===== config.mk =====
export PLATFORM = sky130hd
export DESIGN_NAME = port_out_scheduler_flat
export DESIGN_NICKNAME = d
export VERILOG_FILES = /design/src/rtl/port_out_scheduler_if.sv /design/src/rtl/port_out_scheduler.sv /design/src/flat_wrapper.sv
export SDC_FILE = /design/constraint.sdc
export NUM_CORES = 1
export LEC_CHECK = 0
export ABC_AREA = 0
export BUFFER_PORTS_ARGS = -buffer_cell sky130_fd_sc_hd__buf_4
export CAP_MARGIN = 40
export CORE_MARGIN = 5
export CORE_UTILIZATION = 59
export CTS_CLUSTER_DIAMETER = 40
export DETAILED_ROUTE_END_ITERATION = 7
export GPL_ROUTABILITY_DRIVEN = 1
export MAX_ROUTING_LAYER = met4
export PLACE_DENSITY = 0.8
export REMOVE_ABC_BUFFERS = 1
export SKIP_LAST_GASP = 1
export SLEW_MARGIN = 25
export SYNTH_ARGS = -nofsm -noshare
export SYNTH_HDL_FRONTEND = slang
export SYNTH_SLANG_ARGS = --single-unit

===== constraint.sdc =====
create_clock -name clk -period 4.28 [get_ports clk]
set_input_delay 0.856 -clock clk [delete_from_list [all_inputs] [get_ports clk]]
set_output_delay 0.856 -clock clk [all_outputs]
set_load 0.02 [all_outputs]

===== src/rtl/port_out_scheduler_if.sv =====
// Read-side handshake bundle between one output port's scheduler and the
// cache manager / read datapath. The scheduler uses the master view; the
// cache manager (or a bench) uses the slave view.
//
// Handshake rules:
// - rd_req rises with a registered rd_priority.
// - rd_req and rd_priority hold steady until a one-cycle rd_grant pulse.
// - rd_req drops the cycle after the grant.
// - pkt_done pulses once, with the eop word of the granted packet, strictly
//   after the grant cycle.
// - busy covers the whole span from request to pkt_done.
interface port_out_scheduler_if #(
    parameter int num_of_priorities = 8,
    parameter int priority_width    = 3,
    parameter int wrr_weight_width  = 4
) ();
    logic                                          sp0_wrr1;
    logic [num_of_priorities-1:0]                  prepared;
    logic [num_of_priorities-1:0]                  ready;
    logic [num_of_priorities*wrr_weight_width-1:0] wrr_weight;
    logic                                          rd_req;
    logic [priority_width-1:0]                     rd_priority;
    logic                                          rd_grant;
    logic                                          pkt_done;
    logic                                          busy;
    // Debug view of the scheduler FSM: 0 = IDLE, 1 = REQ, 2 = XFER.
    logic [1:0]                                    fsm_state;

    modport master (
        input  sp0_wrr1, prepared, ready, wrr_weight, rd_grant, pkt_done,
        output rd_req, rd_priority, busy, fsm_state
    );

    modport slave (
        output sp0_wrr1, prepared, ready, wrr_weight, rd_grant, pkt_done,
        input  rd_req, rd_priority, busy, fsm_state
    );
endinterface


===== src/rtl/port_out_scheduler.sv =====
// Per-output-port packet scheduler. Picks one of the port's priority queues
// by strict priority or weighted round robin, issues one read request to the
// cache manager, and holds the choice until the packet's eop has left.
module port_out_scheduler #(
    parameter int num_of_priorities = 8,
    parameter int priority_width    = 3,
    parameter int wrr_weight_width  = 4
) (
    input  logic                 clk,
    input  logic                 rst,
    port_out_scheduler_if.master bus
);
    typedef enum logic [1:0] {
        IDLE = 2'd0,
        REQ  = 2'd1,
        XFER = 2'd2
    } state_t;

    state_t                        state;
    logic [wrr_weight_width-1:0]   credit [num_of_priorities];
    logic [priority_width-1:0]     rr_ptr;
    logic                          served_wrr;

    logic [num_of_priorities-1:0]  eligible;
    logic [num_of_priorities-1:0]  cand;
    logic [num_of_priorities-1:0]  wrr_cand;
    logic                          reload;
    logic [wrr_weight_width-1:0]   eff_weight [num_of_priorities];
    logic [priority_width-1:0]     sp_sel;
    logic [priority_width-1:0]     wrr_sel;
    logic                          wrr_found;
    logic [priority_width-1:0]     idx;

    assign bus.fsm_state = state;

    // Decision logic for the IDLE cycle: eligibility, effective weights,
    // credit candidates and both selection results.
    always_comb begin
        eligible  = bus.prepared & bus.ready;
        cand      = '0;
        sp_sel    = '0;
        wrr_sel   = '0;
        wrr_found = 1'b0;
        idx       = '0;
        for (int i = 0; i < num_of_priorities; i++) begin
            eff_weight[i] = bus.wrr_weight[i*wrr_weight_width +: wrr_weight_width];
            if (eff_weight[i] == '0) begin
                eff_weight[i] = wrr_weight_width'(1);
            end
            cand[i] = eligible[i] && (credit[i] != '0);
            // Ascending scan so the highest eligible index is the last one kept.
            if (eligible[i]) begin
                sp_sel = priority_width'(i);
            end
        end
        // With no credited candidates every eligible queue is credited again by
        // the reload, and effective weights are never zero.
        reload   = (cand == '0) && (eligible != '0);
        wrr_cand = reload ? eligible : cand;
        // Descending search from rr_ptr; the index wraps naturally at 3 bits.
        for (int k = 0; k < num_of_priorities; k++) begin
            idx = rr_ptr - priority_width'(k);
            if (!wrr_found && wrr_cand[idx]) begin
                wrr_sel   = idx;
                wrr_found = 1'b1;
            end
        end
    end

    // Scheduler FSM with registered request outputs and WRR bookkeeping.
    always_ff @(posedge clk or negedge rst) begin
        if (!rst) begin
            state           <= IDLE;
            bus.rd_req      <= 1'b0;
            bus.rd_priority <= '0;
            bus.busy        <= 1'b0;
            rr_ptr          <= priority_width'(num_of_priorities - 1);
            served_wrr      <= 1'b0;
            for (int i = 0; i < num_of_priorities; i++) begin
                credit[i] <= '0;
            end
        end else begin
            case (state)
                IDLE: begin
                    if (eligible != '0) begin
                        state      <= REQ;
                        bus.rd_req <= 1'b1;
                        bus.busy   <= 1'b1;
                        served_wrr <= bus.sp0_wrr1;
                        if (bus.sp0_wrr1) begin
                            bus.rd_priority <= wrr_sel;
                            rr_ptr          <= wrr_sel;
                            if (reload) begin
                                for (int i = 0; i < num_of_priorities; i++) begin
                                    credit[i] <= eff_weight[i];
                                end
                            end
                        end else begin
                            bus.rd_priority <= sp_sel;
                        end
                    end
                end
                REQ: begin
                    // The request is held regardless of prepared/ready changes.
                    if (bus.rd_grant) begin
                        bus.rd_req <= 1'b0;
                        state      <= XFER;
                    end
                end
                XFER: begin
                    if (bus.pkt_done) begin
                        state    <= IDLE;
                        bus.busy <= 1'b0;
                        if (served_wrr) begin
                            if (credit[bus.rd_priority] > wrr_weight_width'(1)) begin
                                credit[bus.rd_priority] <= credit[bus.rd_priority] - wrr_weight_width'(1);
                            end else begin
                                credit[bus.rd_priority] <= '0;
                                rr_ptr <= bus.rd_priority - priority_width'(1);
                            end
                        end
                    end
                end
                default: begin
                    state      <= IDLE;
                    bus.rd_req <= 1'b0;
                    bus.busy   <= 1'b0;
                end
            endcase
        end
    end
endmodule


===== src/flat_wrapper.sv =====
// flat-port wrapper written by rule: the top's interface ports become plain ports
module port_out_scheduler_flat 
#(
    parameter int num_of_priorities = 8,
    parameter int priority_width    = 3,
    parameter int wrr_weight_width  = 4
)
  (clk, rst, bus_sp0_wrr1, bus_prepared, bus_ready, bus_wrr_weight, bus_rd_grant, bus_pkt_done, bus_rd_req, bus_rd_priority, bus_busy, bus_fsm_state);
  port_out_scheduler_if #(.num_of_priorities(num_of_priorities), .priority_width(priority_width), .wrr_weight_width(wrr_weight_width)) bus_i ();
  input  logic clk;
  input  logic rst;
  input wire logic [$bits(bus_i.sp0_wrr1)-1:0] bus_sp0_wrr1;
  input wire logic [$bits(bus_i.prepared)-1:0] bus_prepared;
  input wire logic [$bits(bus_i.ready)-1:0] bus_ready;
  input wire logic [$bits(bus_i.wrr_weight)-1:0] bus_wrr_weight;
  input wire logic [$bits(bus_i.rd_grant)-1:0] bus_rd_grant;
  input wire logic [$bits(bus_i.pkt_done)-1:0] bus_pkt_done;
  output wire logic [$bits(bus_i.rd_req)-1:0] bus_rd_req;
  output wire logic [$bits(bus_i.rd_priority)-1:0] bus_rd_priority;
  output wire logic [$bits(bus_i.busy)-1:0] bus_busy;
  output wire logic [$bits(bus_i.fsm_state)-1:0] bus_fsm_state;
  assign bus_i.sp0_wrr1 = bus_sp0_wrr1;
  assign bus_i.prepared = bus_prepared;
  assign bus_i.ready = bus_ready;
  assign bus_i.wrr_weight = bus_wrr_weight;
  assign bus_i.rd_grant = bus_rd_grant;
  assign bus_i.pkt_done = bus_pkt_done;
  assign bus_rd_req = bus_i.rd_req;
  assign bus_rd_priority = bus_i.rd_priority;
  assign bus_busy = bus_i.busy;
  assign bus_fsm_state = bus_i.fsm_state;
  port_out_scheduler #(.num_of_priorities(num_of_priorities), .priority_width(priority_width), .wrr_weight_width(wrr_weight_width)) u_core (.clk(clk), .rst(rst), .bus(bus_i));
endmodule

## Word-level counts from Yosys, hierarchy flattened

Cells that the tools add are included.

| cells by class | value |
|---|---|
| bitwise operators | 6 |
| reductions and logical operators | 50 |
| add/sub/neg operators | 9 |
| muxes and demuxes | 76 |
| equality and inequality tests | 9 |
| $lt $le $gt $ge | 11 |

Operators by type and width:

| kind | number |
|---|---|
| $mux 32 | 6 |
| $pmux 32 s2 | 1 |
| $mux 3 | 18 |
| $mux 4 | 11 |
| $and 32x32->32 | 1 |
| $bwmux 32 | 1 |
| $logic_not 4->1 | 8 |
| $lt 3x4->1 const B | 8 |
| $not 32->32 | 1 |
| $reduce_bool 4->1 | 8 |
| $bmux 1 s3 | 8 |
| $mux 1 | 19 |
| $logic_and 1x1->1 | 17 |
| $bmux 4 s3 | 1 |
| $demux 4 s3 | 1 |
| $reduce_and 6->1 | 2 |
| $sub 3x3->3 const B | 4 |
| $mux 2 | 5 |
| $reduce_and 3->1 | 3 |
| $and 8x8->8 | 1 |
| $logic_not 8->1 | 1 |
| $mux 8 | 1 |
| $ne 2x2->1 const B | 4 |
| $reduce_bool 8->1 | 1 |
| 18 further kinds | 30 |

| word-level totals | value |
|---|---|
| logic and storage cells | 175 |
| output and inout bits | 7 |
| flip-flop bits (word level) | 43 |
| bits of input ports | 53 |

## Depth between registers and ports, before layout

| logic depth | value |
|---|---|
| word-level depth | 32 |
| mapped depth | 16 |
| mapped depth without buffers | 12 |

## Worst setup path after synthesis

Ideal clock, no wire load.

| path | value |
|---|---|
| path type | reg2reg |
| start point | register u_core.rr_ptr[0] |
| end point | register u_core.rr_ptr[2] |
| buffers on the path | 3 |
| period minus slack after synthesis | 3.438 ns |
| cell stages (with the launch flop) | 14 |
| required time | 4.194 ns |
| arrival time | 3.352 ns |
| setup slack | 0.842 ns |
| library setup time | 0.086 ns |
| cells stage by stage | dfstp_2 > clkbuf_1 > clkinv_1 > buf_2 > ha_1 > clkbuf_1 > a211o_1 > a211oi_1 > nor4_1 > o32ai_1 > nand3b_1 > a211oi_1 > a211oi_1 > o31ai_2 |

| on the way | value |
|---|---|
| longest elaborated chain between the ends | 27 |
| elaborated cells on any way between the ends | 55 |
| those cells by class | add/sub: 7; mux: 34; reduce/logical: 14 |

RTL lines:

| what | RTL line | source |
|---|---|---|
| from (decl) | port_out_scheduler.sv:21 | `logic [priority_width-1:0] rr_ptr;` |
| from (signal assigned) | port_out_scheduler.sv:77 | `rr_ptr <= priority_width'(num_of_priorities - 1);` |
| from (signal assigned) | port_out_scheduler.sv:92 | `rr_ptr <= wrr_sel;` |
| from (signal assigned) | port_out_scheduler.sv:119 | `rr_ptr <= bus.rd_priority - priority_width'(1);` |
| parallel branches: the longest is 23 deep, another holds $sub 3x1->3 | - |  |
| $mux 3 * | port_out_scheduler.sv:63 | `if (!wrr_found && wrr_cand[idx]) begin` |
| $mux 3 * | port_out_scheduler.sv:90 | `if (bus.sp0_wrr1) begin` |
| $mux 3 * | port_out_scheduler.sv:85 | `if (eligible != '0) begin` |
| $pmux 3 s2 * | port_out_scheduler.sv:83 | `case (state)` |

Mark *: on every way between the ends. The select of a mux whose other input is x is not followed.
A chain may end at the register's enable or synchronous reset.

## Final worst setup path

| path | value |
|---|---|
| start point | register u_core.credit[22] (netlist name) |
| end point | register u_core.bus.rd_priority[2] |

| on the way | value |
|---|---|
| longest elaborated chain between the ends | 30 |
| elaborated cells on any way between the ends | 51 |
| those cells by class | mux: 33; reduce/logical: 18 |

RTL lines:

| what | RTL line | source |
|---|---|---|
| from (decl) | port_out_scheduler.sv:20 | `logic [wrr_weight_width-1:0] credit [num_of_priorities];` |
| from (signal, indexed assignment) | port_out_scheduler.sv:95 | `credit[i] <= eff_weight[i];` |
| from (signal, indexed assignment) | port_out_scheduler.sv:116 | `credit[bus.rd_priority] <= credit[bus.rd_priority] - wrr_weight_width'(1);` |
| $reduce_bool 4->1 * | port_out_scheduler.sv:50 | `cand[i] = eligible[i] && (credit[i] != '0);` |
| $logic_and 1x1->1 * | port_out_scheduler.sv:50 |  |
| $logic_not 8->1 | port_out_scheduler.sv:58 | `reload = (cand == '0) && (eligible != '0);` |
| $logic_and 1x1->1 | port_out_scheduler.sv:58 |  |
| $mux 8 * | port_out_scheduler.sv:59 | `wrr_cand = reload ? eligible : cand;` |
| $bmux 1 s3 | port_out_scheduler.sv:63 |  |
| $mux 1 (not written as such) | port_out_scheduler.sv:63 |  |
| $mux 1 | port_out_scheduler.sv:63 |  |
| [... 14 more ...] | - |  |
| $mux 1 | port_out_scheduler.sv:63 |  |
| $logic_not 1->1 | port_out_scheduler.sv:63 |  |
| $logic_and 1x1->1 | port_out_scheduler.sv:63 |  |
| $mux 1 | port_out_scheduler.sv:63 |  |
| $logic_not 1->1 | port_out_scheduler.sv:63 |  |
| $logic_and 1x1->1 | port_out_scheduler.sv:63 |  |
| $mux 3 * | port_out_scheduler.sv:63 |  |
| $mux 3 * | port_out_scheduler.sv:90 |  |
| to (signal assigned) | port_out_scheduler.sv:91 | `bus.rd_priority <= wrr_sel;` |
| to (signal assigned) | port_out_scheduler.sv:99 | `bus.rd_priority <= sp_sel;` |
| to (decl) | port_out_scheduler_if.sv:31 | `output rd_req, rd_priority, busy, fsm_state` |

Every way passes the cells marked *; elsewhere a longest branch is shown, timed or not. The select of a mux whose other input is x is not followed.

==> Flow_metrics.wiki <==
{| class="wikitable"
! Metric !! Value
|-
| Adder-Cell Fraction of Synth Area || 0.01422
|-
| Count of hold-fix buffers inserted at cts || 0
|-
| Layout filler cell count || 616
|-
| Count of nets after finishing || 724
|-
| Area of combinational cells with multiple inputs || 3107 um^2
|-
| Slowest Stage Delay on Critical Path || 0.67 ns
|-
| Iteration-0 DRC count of the detailed router || 569
|-
| CP Cell Sequence || or4_1, a222oi_1, and4_4, a21o_1, nor2_1, or3_4, o221ai_1, o21ai_0, a21o_1, a211oi_1, o21ai_0
|-
| Minimum clock period || 4.109 ns
|-
| Count of H-tree levels built during CTS || 2
|-
| Number of buffer cells added on primary ports || 59
|-
| Critical Path Source Type || flip-flop
|-
| Antenna-violating nets left || 0
|-
| Final cell area excluding filler cells || 5051 um^2
|-
| Number of clock buffers inserted by TritonCTS || 5
|-
| Simple-gate portion of the synthesized area || 0.2572
|-
| Fraction of synthesized cell area in xor and xnor cells || 0.009957
|-
| Post-synthesis mux area share || 0.01707
|-
| Total number of yosys warnings || 0
|-
| Cell count after placement || 757
|-
| Sequential cell area || 1080 um^2
|-
| Total global-route track usage || 0.3497
|-
| Arrival time worst endpoint || 4.28 ns
|-
| Power Dens Cells || 913.4 nW/um^2
|-
| Core Rows || 31
|-
| Pin count of the biggest net entering global routing || 44
|-
| Nature of the critical path endpoint || flip-flop
|-
| Worst VDD drop || 0.7053 mV
|-
| Num ports || 60
|-
| Post-detailed-route via-to-cell ratio || 7.099
|-
| Via count of the first global-routing pass || 5,084
|-
| Die Width || 96.34 um
|-
| Crit share post-route || 0.9599
|-
| Initial core utilization || 0.6063
|-
| Setup repair after global routing missed its margin || no
|-
| Design Power || 0.004614 W
|-
| Leakage power total || 2.025 nW
|-
| Setup TNS Final || 0 ns
|-
| Number of antenna repair diodes || 0
|-
| Final RePlAce weighted congestion || 0.9959
|-
| Non-filler cells, final || 766
|-
| Clock root buffer || clkbuf_8
|-
| Hold Vio Cnt, Final || 0
|-
| Cell type of the slowest stage on the worst timing path || or4_1
|-
| WS Path Type || flip-flop to flip-flop
|-
| Number of pins with negative max-slew slack in the final report || 0
|-
| Share of layout cells above drive strength 1 || 0.1619
|-
| Latest clock arrival within the worst-skew pair || 0.30 ns
|-
| Maximum buffer depth of the clock tree || 2
|-
| Fraction of the mapped netlist area in compound gates || 0.4051
|-
| Count of unresolved DRC violations after routing || 0
|-
| Final number of setup-violating endpoints || 0
|-
| Count of maximum capacitance violations || 0
|-
| Seq cells post-synth || 43
|-
| Layout overhead on the synthesized area || 14.85%
|-
| Hpwl dp || 11.64 mm
|-
| Fraction of the yosys area taken by sequential cells || 0.2455
|-
| Hold Crit Class || flip-flop to flip-flop
|-
| Final setup skew || 0.01444 ns
|-
| Area of the placeable core || 7253 um^2
|-
| Asr flop ratio synth || 1.000
|-
| Critical path fanouts, max || 13
|-
| Result of the run || finished, final reports clean
|-
| Summed instance area of the synthesized netlist || 4398 um^2
|-
| CTS tree || done
|-
| Achievable clock frequency || 243.4 MHz
|-
| Worst relative slew slack || 0.4061
|-
| Largest family of logic cells by synthesized area || compound AO/OA/AOI/OAI gates
|-
| Post-detailed-placement cell area || 4941 um^2
|-
| Leading register cell type out of synthesis || dfrtp_1
|-
| Unique masters post-synth || 67
|-
| Routed wire length || 15.68 mm
|-
| Cell count after synthesis || 622
|-
| Iteration count of the initial detailed-routing pass || 6
|-
| Mean post-synth cell area || 7.071 um^2
|-
| Global-route wire length before repair || 24.89 mm
|-
| Initial antenna violation count || 0
|-
| Sink Count || 43
|-
| Die area || 9280 um^2
|-
| Height of the chip || 96.34 um
|-
| GRT overflow || 0
|-
| Post-synth EDFFs || 0
|-
| Critical path data required time || 4.45 ns
|-
| Post-Route Utilization || 0.6964
|-
| Routed wirelength normalized by instance count || 20.48 um
|-
| Vias after detailed routing || 5,438
|-
| Clock-pin slew reported for the worst setup and hold paths after clock tree synthesis || 0.09 ns
|-
| Worst-Margin Slew || 0.8889 ns
|}
metrics by stage:
step	setup WS [ns]	hold slack, ns
after floorplan	0.1805	0.4473
after global placement	0.1263	0.4624
after detailed placement	0.05076	0.4728
after CTS	0.1666	0.4943
after global routing	0.1430	0.5495
final	0.1714	0.4902
worst paths after layout:
path	startpoint	endpoint	slack, ns	depth (start not counted)
max	u_core.credit[22]	u_core.bus.rd_priority[2]	0.17	11
min	u_core.served_wrr	u_core.served_wrr	0.49	2
max reg2reg	u_core.credit[22]	u_core.bus.rd_priority[2]	0.17	11
min reg2reg	u_core.served_wrr	u_core.served_wrr	0.49	2
max in group asynchronous	rst	u_core.rr_ptr[2]	3.34	1
min in group asynchronous	rst	u_core.credit[16]	0.54	1
metal layers:
metal	GRT usage	vias to the layer above	part of all wire
met1	0.4144	2498	0.37
li1	-	2466	-
met4	0.1612	0	0.053
met2	0.5894	382	0.48
met5	-	-	0
met3	0.04613	92	0.094
Yosys cell counts, types with 10 or more instances:
cell	instances	area [um^2]
a211oi_1	14	105.1
a21oi_1	51	255.2
a22oi_1	36	270.3
and2_1	12	75.07
clkbuf_1	39	146.4
dfrtp_1	40	1001
inv_1	10	37.54
nand2_1	75	281.5
nand3_1	18	90.09
nor2_1	54	202.7
nor3_1	29	145.1
o21ai_0	91	455.4
state kept, by name, indices dropped and copies added, names as in the netlist:
signal and count:
u_core.bus.busy 1, u_core.served_wrr 1, u_core.bus.rd_priority 3, u_core.bus.rd_req 1, u_core.rr_ptr 3, u_core.bus.fsm_state 2, u_core.credit 32
power breakdown:
part           switching, W  internal, W  leakage, nW  total, W
combinational       0.00216      0.00130         1.46   0.00346
sequential         0.000276     0.000597        0.513  0.000874
clock              0.000145     0.000132       0.0484  0.000277
total               0.00258      0.00203         2.02   0.00461
cell type report:
| cell class | count | share of cell area |
|---|---|---|
| clock buffer | 7 | 0.01709 |
| clock inverter | 1 | 0.001734 |
| inverter | 12 | 0.008918 |
| multi-input combinational | 524 | 0.6151 |
| sequential | 43 | 0.2138 |
| tap | 99 | 0.02452 |
| timing repair buffer | 80 | 0.1189 |
worst max-delay path: cells and delay by family (launching register included):
| family | cells | cell delay, ns |
|---|---|---|
| compound gates | 7 | 1.95 |
| flops | 1 | 0.41 |
| simple gates | 4 | 1.61 |
layout by cell type (no fill, tap or decap), types with 4 or more instances in the layout:
master and count:
ha_1 5, nand3_1 18, o31ai_1 4, a22oi_1 36
and2_1 12, buf_4 80, nand2_1 75, o22ai_1 5
o211ai_1 8, nor3b_1 4, nor4_1 7, or3_1 7
nor2_1 54, a32oi_1 6, o221ai_1 8, inv_1 10
nand2b_1 8, a31oi_1 4, nor3_1 29, o21ai_0 91
dfrtp_1 40, o32ai_1 4, a21o_1 6, clkbuf_8 6
a211oi_1 14, a21oi_1 51, or4_1 5
repair_timing:
| item | CTS | global route |
|---|---|---|
| gates resized for setup | 0 | 1 |
| setup buffers | 0 | 1 |
| setup endpoints to repair | 0 | 1 |
cell families after synthesis:
logic type / after synthesis
AO/OA/AOI/OAI: 272
AND/OR/NAND/NOR: 237
buffers and inverters: 55
flip-flops: 43
XOR/XNOR: 5
multiplexers: 5
adder cells (fa/ha/maj): 5
No activity file was read; power rests on OpenSTA's default activity.
